## src/rtl/uart_pkg.sv

```systemverilog
// Shared UART definitions: FSM state encoding, payload width and line levels.
// Latency: n/a (types and constants only).
// Backpressure: n/a.
package uart_pkg;

    localparam int UART_DATA_W = 8;

    // Line levels for the frame delimiters.
    localparam logic UART_START_BIT = 1'b0;
    localparam logic UART_STOP_BIT  = 1'b1;

    // PARITY keeps its code even when the parity bit is not built in, so the
    // encoding seen on a debug bus is the same in every build.
    typedef enum logic [2:0] {
        IDLE   = 3'd0,
        SYNC   = 3'd1,
        START  = 3'd2,
        DATA   = 3'd3,
        PARITY = 3'd4,
        STOP   = 3'd5
    } uart_state_t;

endpackage

```

## src/rtl/uart_transmitter_if.sv

```systemverilog
// Host-side byte-write handshake into the UART transmitter.
// Latency: n/a (signal bundle only).
// Backpressure: host may only write while Tx_BUSY is low; writes made while busy are dropped.
// Signals: Tx_WR (write strobe), Tx_DATA (byte), Tx_BUSY (frame pending/on line),
//          Tx_DONE (one-cycle pulse when the stop bit completes).
interface uart_transmitter_if #(
    parameter int DATA_W = uart_pkg::UART_DATA_W
) ();

    logic              Tx_WR;
    logic [DATA_W-1:0] Tx_DATA;
    logic              Tx_BUSY;
    logic              Tx_DONE;

    modport master (
        output Tx_WR,
        output Tx_DATA,
        input  Tx_BUSY,
        input  Tx_DONE
    );

    modport slave (
        input  Tx_WR,
        input  Tx_DATA,
        output Tx_BUSY,
        output Tx_DONE
    );

endinterface

```

## src/rtl/uart_tx_shifter.sv

```systemverilog
// Payload datapath for the UART transmitter: load/shift register, bit counter, parity.
// Latency: load/shift/clear take effect on the next clk edge.
// Backpressure: none; driven purely by the transmitter FSM controls.
// Ports: clk, reset (sync, active-low); i_load/i_shift/i_clear controls; i_data byte;
//        o_bit0/o_bit1 current and next payload bit; o_last counter at final bit;
//        o_parity (UART_TX_PARITY_EN builds only) even parity of the loaded byte.
module uart_tx_shifter
    import uart_pkg::*;
#(
    parameter int DATA_W = UART_DATA_W
) (
    input  logic              clk,
    input  logic              reset,
    input  logic              i_load,
    input  logic              i_shift,
    input  logic              i_clear,
    input  logic [DATA_W-1:0] i_data,
    output logic              o_bit0,
    output logic              o_bit1,
`ifdef UART_TX_PARITY_EN
    output logic              o_parity,
`endif
    output logic              o_last
);

    localparam int CNT_W = $clog2(DATA_W);

    logic [DATA_W-1:0] r_shreg;
    logic [CNT_W-1:0]  r_cnt;
`ifdef UART_TX_PARITY_EN
    // Captured at load time because the byte is shifted away while it is sent.
    logic              r_parity;
`endif

    always_ff @(posedge clk) begin
        if (!reset || i_clear) begin
            r_shreg  <= '0;
            r_cnt    <= '0;
`ifdef UART_TX_PARITY_EN
            r_parity <= 1'b0;
`endif
        end else if (i_load) begin
            r_shreg  <= i_data;
            r_cnt    <= '0;
`ifdef UART_TX_PARITY_EN
            r_parity <= ^i_data;
`endif
        end else if (i_shift) begin
            r_shreg  <= {1'b0, r_shreg[DATA_W-1:1]};
            r_cnt    <= r_cnt + 1'b1;
        end
    end

    assign o_bit0   = r_shreg[0];
    // The FSM registers the next bit onto the line on the same edge it shifts.
    assign o_bit1   = r_shreg[1];
    assign o_last   = (r_cnt == CNT_W'(DATA_W - 1));
`ifdef UART_TX_PARITY_EN
    assign o_parity = r_parity;
`endif

endmodule

```

## src/rtl/uart_transmitter.sv

```systemverilog
// UART transmitter: one byte per write, one bit per Tx_sample_ENABLE tick, LSB first.
// Latency: start bit on the first tick edge after the accepting edge; Tx_DONE 10 ticks
//          later (11 with the parity bit). Backpressure: Tx_BUSY high rejects writes.
// Ports: clk, reset (sync, active-low); Tx_EN (low aborts to idle); Tx_sample_ENABLE
//        (bit tick); tx_if (Tx_WR/Tx_DATA in, Tx_BUSY/Tx_DONE out); TxD registered line.
// Build option: define UART_TX_PARITY_EN to send an even-parity bit after bit 7.
module uart_transmitter
    import uart_pkg::*;
#(
    parameter int DATA_W = UART_DATA_W
) (
    input  logic                clk,
    input  logic                reset,
    input  logic                Tx_EN,
    input  logic                Tx_sample_ENABLE,
    uart_transmitter_if.slave   tx_if,
    output logic                TxD
);

    uart_state_t r_state;
    uart_state_t w_state_nxt;
    logic        r_txd;
    logic        w_txd_nxt;
    logic        r_done;
    logic        w_done_nxt;
    logic        w_load;
    logic        w_shift;
    logic        w_clear;
    logic        w_bit0;
    logic        w_bit1;
    logic        w_last;
`ifdef UART_TX_PARITY_EN
    logic        w_parity;
`endif

    uart_tx_shifter #(
        .DATA_W (DATA_W)
    ) u_shifter (
        .clk      (clk),
        .reset    (reset),
        .i_load   (w_load),
        .i_shift  (w_shift),
        .i_clear  (w_clear),
        .i_data   (tx_if.Tx_DATA),
        .o_bit0   (w_bit0),
        .o_bit1   (w_bit1),
`ifdef UART_TX_PARITY_EN
        .o_parity (w_parity),
`endif
        .o_last   (w_last)
    );

    always_ff @(posedge clk) begin
        if (!reset) begin
            r_state <= IDLE;
            r_txd   <= UART_STOP_BIT;
            r_done  <= 1'b0;
        end else begin
            r_state <= w_state_nxt;
            r_txd   <= w_txd_nxt;
            r_done  <= w_done_nxt;
        end
    end

    always_comb begin
        w_state_nxt = r_state;
        w_txd_nxt   = r_txd;
        w_done_nxt  = 1'b0;
        w_load      = 1'b0;
        w_shift     = 1'b0;
        w_clear     = 1'b0;

        if (!Tx_EN) begin
            // Abort: drop the byte, release the line, no completion pulse.
            w_state_nxt = IDLE;
            w_txd_nxt   = UART_STOP_BIT;
            w_clear     = 1'b1;
        end else begin
            case (r_state)
                IDLE: begin
                    w_txd_nxt = UART_STOP_BIT;
                    // Ticks here are ignored: SYNC waits for the next one so the
                    // start bit lasts a full tick period.
                    if (tx_if.Tx_WR) begin
                        w_load      = 1'b1;
                        w_state_nxt = SYNC;
                    end
                end
                SYNC: if (Tx_sample_ENABLE) begin
                    w_state_nxt = START;
                    w_txd_nxt   = UART_START_BIT;
                end
                START: if (Tx_sample_ENABLE) begin
                    w_state_nxt = DATA;
                    w_txd_nxt   = w_bit0;
                end
                DATA: if (Tx_sample_ENABLE) begin
                    if (!w_last) begin
                        w_shift   = 1'b1;
                        w_txd_nxt = w_bit1;
                    end else begin
`ifdef UART_TX_PARITY_EN
                        w_state_nxt = PARITY;
                        w_txd_nxt   = w_parity;
`else
                        w_state_nxt = STOP;
                        w_txd_nxt   = UART_STOP_BIT;
`endif
                    end
                end
`ifdef UART_TX_PARITY_EN
                PARITY: if (Tx_sample_ENABLE) begin
                    w_state_nxt = STOP;
                    w_txd_nxt   = UART_STOP_BIT;
                end
`endif
                STOP: if (Tx_sample_ENABLE) begin
                    w_state_nxt = IDLE;
                    w_done_nxt  = 1'b1;
                end
                default: begin
                    w_state_nxt = IDLE;
                    w_txd_nxt   = UART_STOP_BIT;
                end
            endcase
        end
    end

    assign TxD           = r_txd;
    // Derived from the state register, so it rises on the accepting edge and
    // falls on the edge leaving STOP together with Tx_DONE.
    assign tx_if.Tx_BUSY = (r_state != IDLE);
    assign tx_if.Tx_DONE = r_done;

endmodule

```

## src/flat_wrapper.sv

```systemverilog
// flat-port wrapper written by rule: the top's interface ports become plain ports
module uart_transmitter_flat import uart_pkg::*;
#(
    parameter int DATA_W = UART_DATA_W
)
  (clk, reset, Tx_EN, Tx_sample_ENABLE, TxD, tx_if_Tx_WR, tx_if_Tx_DATA, tx_if_Tx_BUSY, tx_if_Tx_DONE);
  uart_transmitter_if #(.DATA_W(DATA_W)) tx_if_i ();
  input  logic clk;
  input  logic reset;
  input  logic Tx_EN;
  input  logic Tx_sample_ENABLE;
  output logic TxD;
  input wire logic [$bits(tx_if_i.Tx_WR)-1:0] tx_if_Tx_WR;
  input wire logic [$bits(tx_if_i.Tx_DATA)-1:0] tx_if_Tx_DATA;
  output wire logic [$bits(tx_if_i.Tx_BUSY)-1:0] tx_if_Tx_BUSY;
  output wire logic [$bits(tx_if_i.Tx_DONE)-1:0] tx_if_Tx_DONE;
  assign tx_if_i.Tx_WR = tx_if_Tx_WR;
  assign tx_if_i.Tx_DATA = tx_if_Tx_DATA;
  assign tx_if_Tx_BUSY = tx_if_i.Tx_BUSY;
  assign tx_if_Tx_DONE = tx_if_i.Tx_DONE;
  uart_transmitter #(.DATA_W(DATA_W)) u_core (.clk(clk), .reset(reset), .Tx_EN(Tx_EN), .Tx_sample_ENABLE(Tx_sample_ENABLE), .tx_if(tx_if_i), .TxD(TxD));
endmodule
```

## config.mk

```make
export PLATFORM = sky130hd
export DESIGN_NAME = uart_transmitter_flat
export DESIGN_NICKNAME = d
export VERILOG_FILES = /design/src/rtl/uart_pkg.sv /design/src/rtl/uart_transmitter_if.sv /design/src/rtl/uart_tx_shifter.sv /design/src/rtl/uart_transmitter.sv /design/src/flat_wrapper.sv
export SDC_FILE = /design/constraint.sdc
export NUM_CORES = 1
export LEC_CHECK = 0
export BUFFER_PORTS_ARGS = -buffer_cell sky130_fd_sc_hd__buf_2
export CELL_PAD_IN_SITES_DETAIL_PLACEMENT = 1
export CELL_PAD_IN_SITES_GLOBAL_PLACEMENT = 1
export CORE_MARGIN = 2
export CORE_UTILIZATION = 39
export DETAILED_ROUTE_END_ITERATION = 6
export GPL_TIMING_DRIVEN = 0
export PLACE_DENSITY_LB_ADDON = 0.25
export REMOVE_ABC_BUFFERS = 1
export SYNTH_ARGS = -nofsm -noshare
export SYNTH_HDL_FRONTEND = slang
export SYNTH_SLANG_ARGS = --single-unit
```

## constraint.sdc

```tcl
create_clock -name clk -period 1.75 [get_ports clk]
set_clock_uncertainty 0.15 [all_clocks]
set_input_delay 0.175 -clock clk [delete_from_list [all_inputs] [get_ports clk]]
set_output_delay 0.175 -clock clk [all_outputs]
set_load 0.02 [all_outputs]
```

==> out/results.tsv, run 1 <==
stage	metric	value	unit
power_and_ir_drop	combinational power share	12.3	%
floorplan	die extent in y	50.8	um
hold_path	worst hold start	tx_if_Tx_DATA[7]	
clock_network	Sinks on Clock Net	16	
placed_design	placed instance area	908	um2
setup_path	slowest stage delay, CP	0.45	ns
floorplan	FP Rows	16	
setup_path	CP max-delay cell	or3_4	
timing	minimum clock period	1.71	ns
synthesis	Syn. warnings	0	
synthesis	flops & latches, synth	16	
synthesis	Post-Syn Instances	102	
cells_and_area	layout cells sized above 1	33.1	%
route	drt total wl	2400	um
global_routing	GR Util All Layers	19.8	%
clock_network	clock buffer depth	2	
clock_network	CTS root buffer	clkbuf_4	
clock_network	Worst-path clk slew	0.10	ns
clock_network	number of buffers created by CTS	3	
timing	final slew viol count	0	
power_and_ir_drop	sw power	0.176	mW
synthesis	top post-synthesis cells by area	dfxtp_1, o21ai_0, a311oi_1	
hold_path	hold depth	3	
power_and_ir_drop	pwr/cell area	632	mW/mm2
global_routing	M2 GR Usage	31.4	%
timing	worst-margin pin slew	0.424	ns
setup_path	Worst EP arrival	1.78	ns
hold_path	Worst Hold Path EP	u_core.u_shifter.r_shreg[7]	
global_routing	GR peak layer	met2	
timing	Tcrit/Tclk final	97.7	%
timing	Hold Violations, Final	0	
setup_path	worst-path cell chain	ha_4, ha_4, nand3b_1, or3_4, a21oi_2	
setup_path	crit end category	register	
setup_path	Worst R2R Setup Slack	0.04	ns
power_and_ir_drop	P_int	0.485	mW
cells_and_area	fin nets	135	
synthesis	syn avg cell area	8.38	um2
timing	Final WS setup	0.0398	ns
cells_and_area	Finished Cell Area	0.00105	mm2
setup_path	R2R Path Start	u_core.u_shifter.r_cnt[0]	
global_routing	number of global-route vias before repair	836	
cells_and_area	antenna diode count	0	
placed_design	dpl hpwl	1470	um
timing	Slew headroom	71.7	%
floorplan	initial core utilization	42.3	%
setup_path	CP Launch Type	register	
clock_network	Worst-Skew Late Latency	0.29	ns
global_routing	global route overflow	0	
route	1st-iter DRT viols	10	
timing	fmax	585	MHz
synthesis	cell area after synthesis	855	um2
synthesis	area leader, netlist	dfxtp_1	
route	DRC	0	
synthesis	Seq/Total Area, Yosys	37.5	%
clock_network	H-tree level count	1	
global_routing	initial antenna violation count	0	
timing	number of setup violations in the final report	0	
global_routing	largest net degree at the start of global routing	16	
route	vias per inst	5.90	
power_and_ir_drop	worst vdd ir	0.000381	V
synthesis	library cells used by synthesis	32	
route	drt wl/cell	16.6	um
global_routing	M1 GR Usage	26.6	%
global_routing	first-pass GRT wire length	3870	um
cells_and_area	Multi-input gate area	520	um2
route	via count	855	
setup_path	reg2reg path depth	5	
global_routing	met3 usage	5.56	%
setup_path	worst reg2reg endpoint	u_core.u_shifter.r_cnt[0]	
cells_and_area	synth-to-layout area growth	22.4	%
hold_path	worst hold path type	input port to register	
placed_design	Port Buffers	15	
power_and_ir_drop	Static Leak	0.363	nW
floorplan	total die area	0.00258	mm2
placed_design	Final GP Congestion	0.717	
cells_and_area	fill cell total of the finished layout	256	
floorplan	IO Count	16	
clock_network	CTS tree	done	
synthesis	Synth top area share	37.5	%
floorplan	width of the chip	50.8	um
power_and_ir_drop	switch share	26.6	%
setup_path	Worst Path Required	1.82	ns
route	antenna-violating nets left	0	
route	First-pass DRT Iterations	4	
run_status	status	finished clean	
run	max-cap violation count	0	
setup_path	most used cell, CP	ha_4	
setup_path	critical path peak fanout	4	
power_and_ir_drop	clock share of power	30.1	%
cells_and_area	Reg area	323	um2
power_and_ir_drop	Reg power frac	57.6	%
setup_path	Setup Crit Path Kind	register to register	
floorplan	Core Footprint	0.00202	mm2
power_and_ir_drop	total power draw	0.661	mW
placed_design	Place WS	-0.185	ns
==> through the flow <==
stage | util (%) | TNS, ns | cells | hold WS [ns]
6_report | 51.7 | 0 | 145 | 0.0190
3_5_place_dp | 44.9 | -0.820 | 134 | 0.325
4_1_cts | 49.1 | 0 | 144 | 0.0191
5_1_grt | 51.7 | -0.0805 | 145 | 0.0200
2_1_floorplan | - | 0 | 92 | 0.167
3_3_place_gp | 44.9 | -0.541 | 134 | 0.315
==> Yosys cell counts (all sizes together) <==
library cell,number
a21o,1
a21oi,9
a311oi,6
a31oi,1
and2,1
and3b,2
and4,1
buf,9
clkbuf,1
dfxtp,16
ha,2
inv,2
mux2i,1
nand2,5
nand2b,1
nand3,10
nand3b,3
nand4,1
nor2,2
nor3,7
nor3b,2
nor4,1
o2111ai,1
o211ai,1
o21ai,11
o221ai,1
o31a,1
or3,1
or3b,1
or4b,1
==> critical path, delay by kind of cell, from the launching register on <==
family                     cells  cell delay (ns)
and+or+nand+nor                2             0.71
DFF                            1             0.35
adders and majority gates      2             0.32
AOI/OAI and AO/OA              1             0.11
==> metal layers <==
| metal | vias to the layer above | share of wire, % |
|---|---|---|
| li1 | 420 | - |
| met1 | 417 | 49 |
| met2 | 16 | 46 |
| met3 | 2 | 3.5 |
| met4 | 0 | 0.79 |
| met5 | - | 0 |
==> power by group through the flow <==
stage | Clock [mW] | Combinational (mW) | Sequential (mW)
2_1_floorplan | 0 | 0.0394 | 0.386
3_3_place_gp | 0 | 0.0698 | 0.387
3_5_place_dp | 0 | 0.0717 | 0.388
4_1_cts | 0.206 | 0.0789 | 0.380
5_1_grt | 0.228 | 0.0899 | 0.381
6_report | 0.199 | 0.0814 | 0.380
==> worst max path at each step <==
stage	slack (ns)	depth (start not counted)	endpoint	startpoint
3_3_place_gp	-0.16	5	u_core.u_shifter.r_cnt[0]	u_core.u_shifter.r_cnt[0]
4_1_cts	0.005	6	u_core.u_shifter.r_shreg[4]	u_core.u_shifter.r_cnt[0]
3_5_place_dp	-0.18	5	u_core.u_shifter.r_cnt[0]	u_core.u_shifter.r_cnt[0]
2_1_floorplan	0.08	5	u_core.u_shifter.r_cnt[0]	u_core.u_shifter.r_cnt[0]
5_1_grt	-0.03	5	u_core.u_shifter.r_cnt[0]	u_core.u_shifter.r_cnt[1]
6_report	0.04	5	u_core.u_shifter.r_cnt[0]	u_core.u_shifter.r_cnt[0]
==> sequential cells by signal, summed over array words and instances, names as in the netlist <==
signal and count:
u_core.TxD 1, u_core.u_shifter.r_cnt 3, u_core.u_shifter.r_shreg 8, u_core.r_state 3, u_core.tx_if.Tx_DONE 1
==> area by class of cell <==
cell class | instances | share of cell area, %
multi-input combinational | 74 | 49.8
tap | 27 | 3.23
timing repair buffer | 23 | 13.3
inverter | 2 | 0.718
sequential | 16 | 30.9
clock buffer | 3 | 2.15
==> logic make-up after synthesis <==
| kind of cell | synth area share, % |
|---|---|
| buf+inv | 7.32 |
| fa+ha+maj | 2.93 |
| compound gates | 24.2 |
| flops | 37.5 |
| mux | 1.17 |
| simple gates | 26.9 |
==> repair_timing <==
| item | 4_1_cts | 5_1_grt |
|---|---|---|
| pin swaps | 1 | 2 |
| setup endpoints to repair | 11 | 11 |
| hold buffers | 0 | 0 |
| setup buffers | 7 | 1 |
| resized for setup | 3 | 12 |
==> layout by cell type, fill, tap and decap left out, types with 2 or more instances in the layout <==
master and count:
nand3b_1 3, o21ai_0 9, dfxtp_1 14, inv_1 2, a21oi_1 8, ha_4 2, buf_4 7, clkbuf_4 3
a311oi_1 5, nand3_1 10, nor3b_1 2, nand2_1 5, nor2_1 2, dfxtp_2 2, nor3_1 6, buf_2 15
No activity file was read; power rests on OpenSTA's default activity.
==> run 2, diff against run 1 <==
--- a/config.mk
+++ b/config.mk
@@ -10,9 +10,11 @@
 export CELL_PAD_IN_SITES_GLOBAL_PLACEMENT = 1
 export CORE_MARGIN = 2
 export CORE_UTILIZATION = 39
+export CTS_CLUSTER_SIZE = 20
 export DETAILED_ROUTE_END_ITERATION = 6
 export GPL_TIMING_DRIVEN = 0
 export PLACE_DENSITY_LB_ADDON = 0.25
+export RECOVER_POWER = 50
 export REMOVE_ABC_BUFFERS = 1
 export SYNTH_ARGS = -nofsm -noshare
 export SYNTH_HDL_FRONTEND = slang
==> run 2 against run 1 <==
Design area down 0.24%. Via count down 0.47%. Sequential share of layout area up 0.074 points. Non-clock buffer count unchanged. Worst hold slack about the same. First-iteration DRC count unchanged. Die area unchanged. Worst setup slack about the same. Count of clock-buffer cells in the layout unchanged. Largest cell class unchanged. Largest power group unchanged. Highest routed layer unchanged.
==> out/results.tsv, run 2 (synthesis results as in run 1) <==
stage	metric	value	unit	change
route	First-pass DRT Iterations	4		unchanged
placed_design	Port Buffers	15		unchanged
route	drt total wl	2380	um	-0.67%
floorplan	die extent in y	50.8	um	unchanged
cells_and_area	most common cell after layout, fill and taps aside	dfxtp_1		
setup_path	CP Launch Type	register		
route	antenna-violating nets left	0		unchanged
floorplan	width of the chip	50.8	um	unchanged
route	DRC	0		unchanged
route	drt wl/cell	16.4	um	-0.67%
placed_design	placed instance area	908	um2	unchanged
placed_design	Final GP Congestion	0.717		unchanged
floorplan	Core Footprint	0.00202	mm2	unchanged
setup_path	WP buf/inv	0		unchanged
cells_and_area	Finished Cell Area	0.00104	mm2	-0.24%
power_and_ir_drop	worst vdd ir	0.000382	V	+0.13%
setup_path	critical path peak fanout	4		unchanged
cells_and_area	max reg flops	8		unchanged
clock_network	CTS root buffer	clkbuf_4		
power_and_ir_drop	pwr/cell area	633	mW/mm2	+0.18%
timing	fmax	585	MHz	about the same
placed_design	dpl hpwl	1470	um	unchanged
global_routing	largest net degree at the start of global routing	16		unchanged
route	vias per inst	5.87		-0.47%
global_routing	number of global-route vias before repair	836		unchanged
route	1st-iter DRT viols	10		unchanged
power_and_ir_drop	total power draw	0.661	mW	about the same
floorplan	initial core utilization	42.3	%	unchanged
run_status	status	finished clean		
clock_network	Worst-Skew Late Latency	0.29	ns	about the same
global_routing	initial antenna violation count	0		unchanged
route	via count	851		-0.47%
cells_and_area	most frequent cells in the layout	dfxtp_1, buf_2, nand3_1, o21ai_0, a21oi_1		
power_and_ir_drop	switch share	26.5	%	-0.033 points
floorplan	IO Count	16		unchanged
timing	minimum clock period	1.71	ns	+0.0000348 ns
cells_and_area	biggest regs	u_core.u_shifter.r_shreg x8, u_core.r_state x3, u_core.u_shifter.r_cnt x3		
clock_network	H-tree level count	1		unchanged
timing	Final WS setup	0.0398	ns	-0.0000348 ns
timing	Hold Violations, Final	0		unchanged
cells_and_area	Util after Layout	51.6	%	-0.12 points
setup_path	Setup Crit Path Kind	register to register		
cells_and_area	synth-to-layout area growth	22.1	%	
power_and_ir_drop	sw power	0.175	mW	-0.19%
cells_and_area	Biggest register	u_core.u_shifter.r_shreg		
setup_path	slowest stage delay, CP	0.45	ns	about the same
timing	Tcrit/Tclk final	97.7	%	about the same
global_routing	first-pass GRT wire length	3870	um	unchanged
timing	number of setup violations in the final report	0		unchanged
cells_and_area	fin nets	135		unchanged
power_and_ir_drop	combinational power share	12.3	%	about the same
setup_path	most used cell, CP	ha_4		
clock_network	Worst-path clk slew	0.10	ns	about the same
run	max-cap violation count	0		unchanged
power_and_ir_drop	Reg power frac	57.6	%	about the same
power_and_ir_drop	P_int	0.485	mW	about the same
timing	worst-margin pin slew	0.419	ns	-0.00460 ns
setup_path	Worst EP arrival	1.78	ns	about the same
floorplan	total die area	0.00258	mm2	unchanged
floorplan	FP Rows	16		unchanged
clock_network	cts hold-fix bufs	0		unchanged
setup_path	CP max-delay cell	or3_4		
power_and_ir_drop	clock share of power	30.1	%	about the same
cells_and_area	layout cells sized above 1	31.4	%	-1.7 points
cells_and_area	antenna diode count	0		unchanged
global_routing	GR Util All Layers	19.8	%	unchanged
setup_path	Worst Path Required	1.82	ns	about the same
clock_network	CTS tree	done		
global_routing	global route overflow	0		unchanged
clock_network	clock buffer depth	2		unchanged
clock_network	Sinks on Clock Net	16		unchanged
timing	Slew headroom	72.1	%	+0.35 points
setup_path	crit end category	register		
clock_network	number of buffers created by CTS	3		unchanged
timing	final slew viol count	0		unchanged
placed_design	Place WS	-0.185	ns	unchanged
setup_path	worst-path cell chain	ha_4, ha_4, nand3b_1, or3_4, a21oi_2		
setup_path	crit-path leading delay family	simple AND/OR/NAND/NOR gates		
power_and_ir_drop	Static Leak	0.358	nW	-1.5%
hold_path	worst hold path type	input port to register		
## run 2: cell types whose count changed in the layout (fill, tap and decap cells not counted)
cell      change
clkbuf_1      +2
buf_2         -2
## run 2: worst paths after layout
check	start	to	slack [ns]	depth (start not counted)
worst max-delay path	u_core.u_shifter.r_cnt[0]	u_core.u_shifter.r_cnt[0]	0.04	5
worst min-delay path	tx_if_Tx_DATA[7]	u_core.u_shifter.r_shreg[7]	0.02	3
worst max register to register	u_core.u_shifter.r_cnt[0]	u_core.u_shifter.r_cnt[0]	0.04	5
worst min register to register	u_core.u_shifter.r_shreg[7]	u_core.u_shifter.r_shreg[7]	0.34	2
## run 2: per-layer routing
metal  vias to the layer above  share of wire (%)  global-route usage (%)
met2                        14                 46                    31.4
li1                        421                  -                       -
met4                         0               0.80                    4.95
met3                         2                3.5                    5.56
met1                       414                 49                    26.6
met5                         -                  0                       0
## run 2: worst min-delay path: cells and delay by family
| kind | cells | cell delay [ns] |
|---|---|---|
| buffers and inverters | 1 | 0.10 |
| AO/OA/AOI/OAI | 1 | 0.06 |
| AND/OR/NAND/NOR | 1 | 0.09 |
## run 2: stage by stage
step	cells	setup TNS, ns	hold slack [ns]
detailed placement	134	-0.820	0.325
CTS	144	0	0.0191
global route	145	-0.0805	0.0200
floorplan	92	0	0.167
global placement	134	-0.541	0.315
finish	145	0	0.0192
## run 2: area by class of cell
cell class,count,area (um2)
inverter,2,7.51
sequential,16,323
multi-input combinational,74,520
fill,258,978
clock buffer,3,22.5
timing repair buffer,23,136
tap,27,33.8
## run 2: repair_timing
action / 4_1_cts / 5_1_grt
setup buffers: 7 / 1
pin swaps: 1 / 2
resized for setup: 3 / 12
endpoints found under the setup margin: 11 / 11
## run 2: power by group through the flow
stage / Combinational (mW) / Sequential, mW / Clock (mW)
floorplan: 0.0394 / 0.386 / 0
global placement: 0.0698 / 0.387 / 0
detailed placement: 0.0717 / 0.388 / 0
CTS: 0.0789 / 0.380 / 0.206
global route: 0.0898 / 0.381 / 0.228
finish: 0.0812 / 0.380 / 0.199
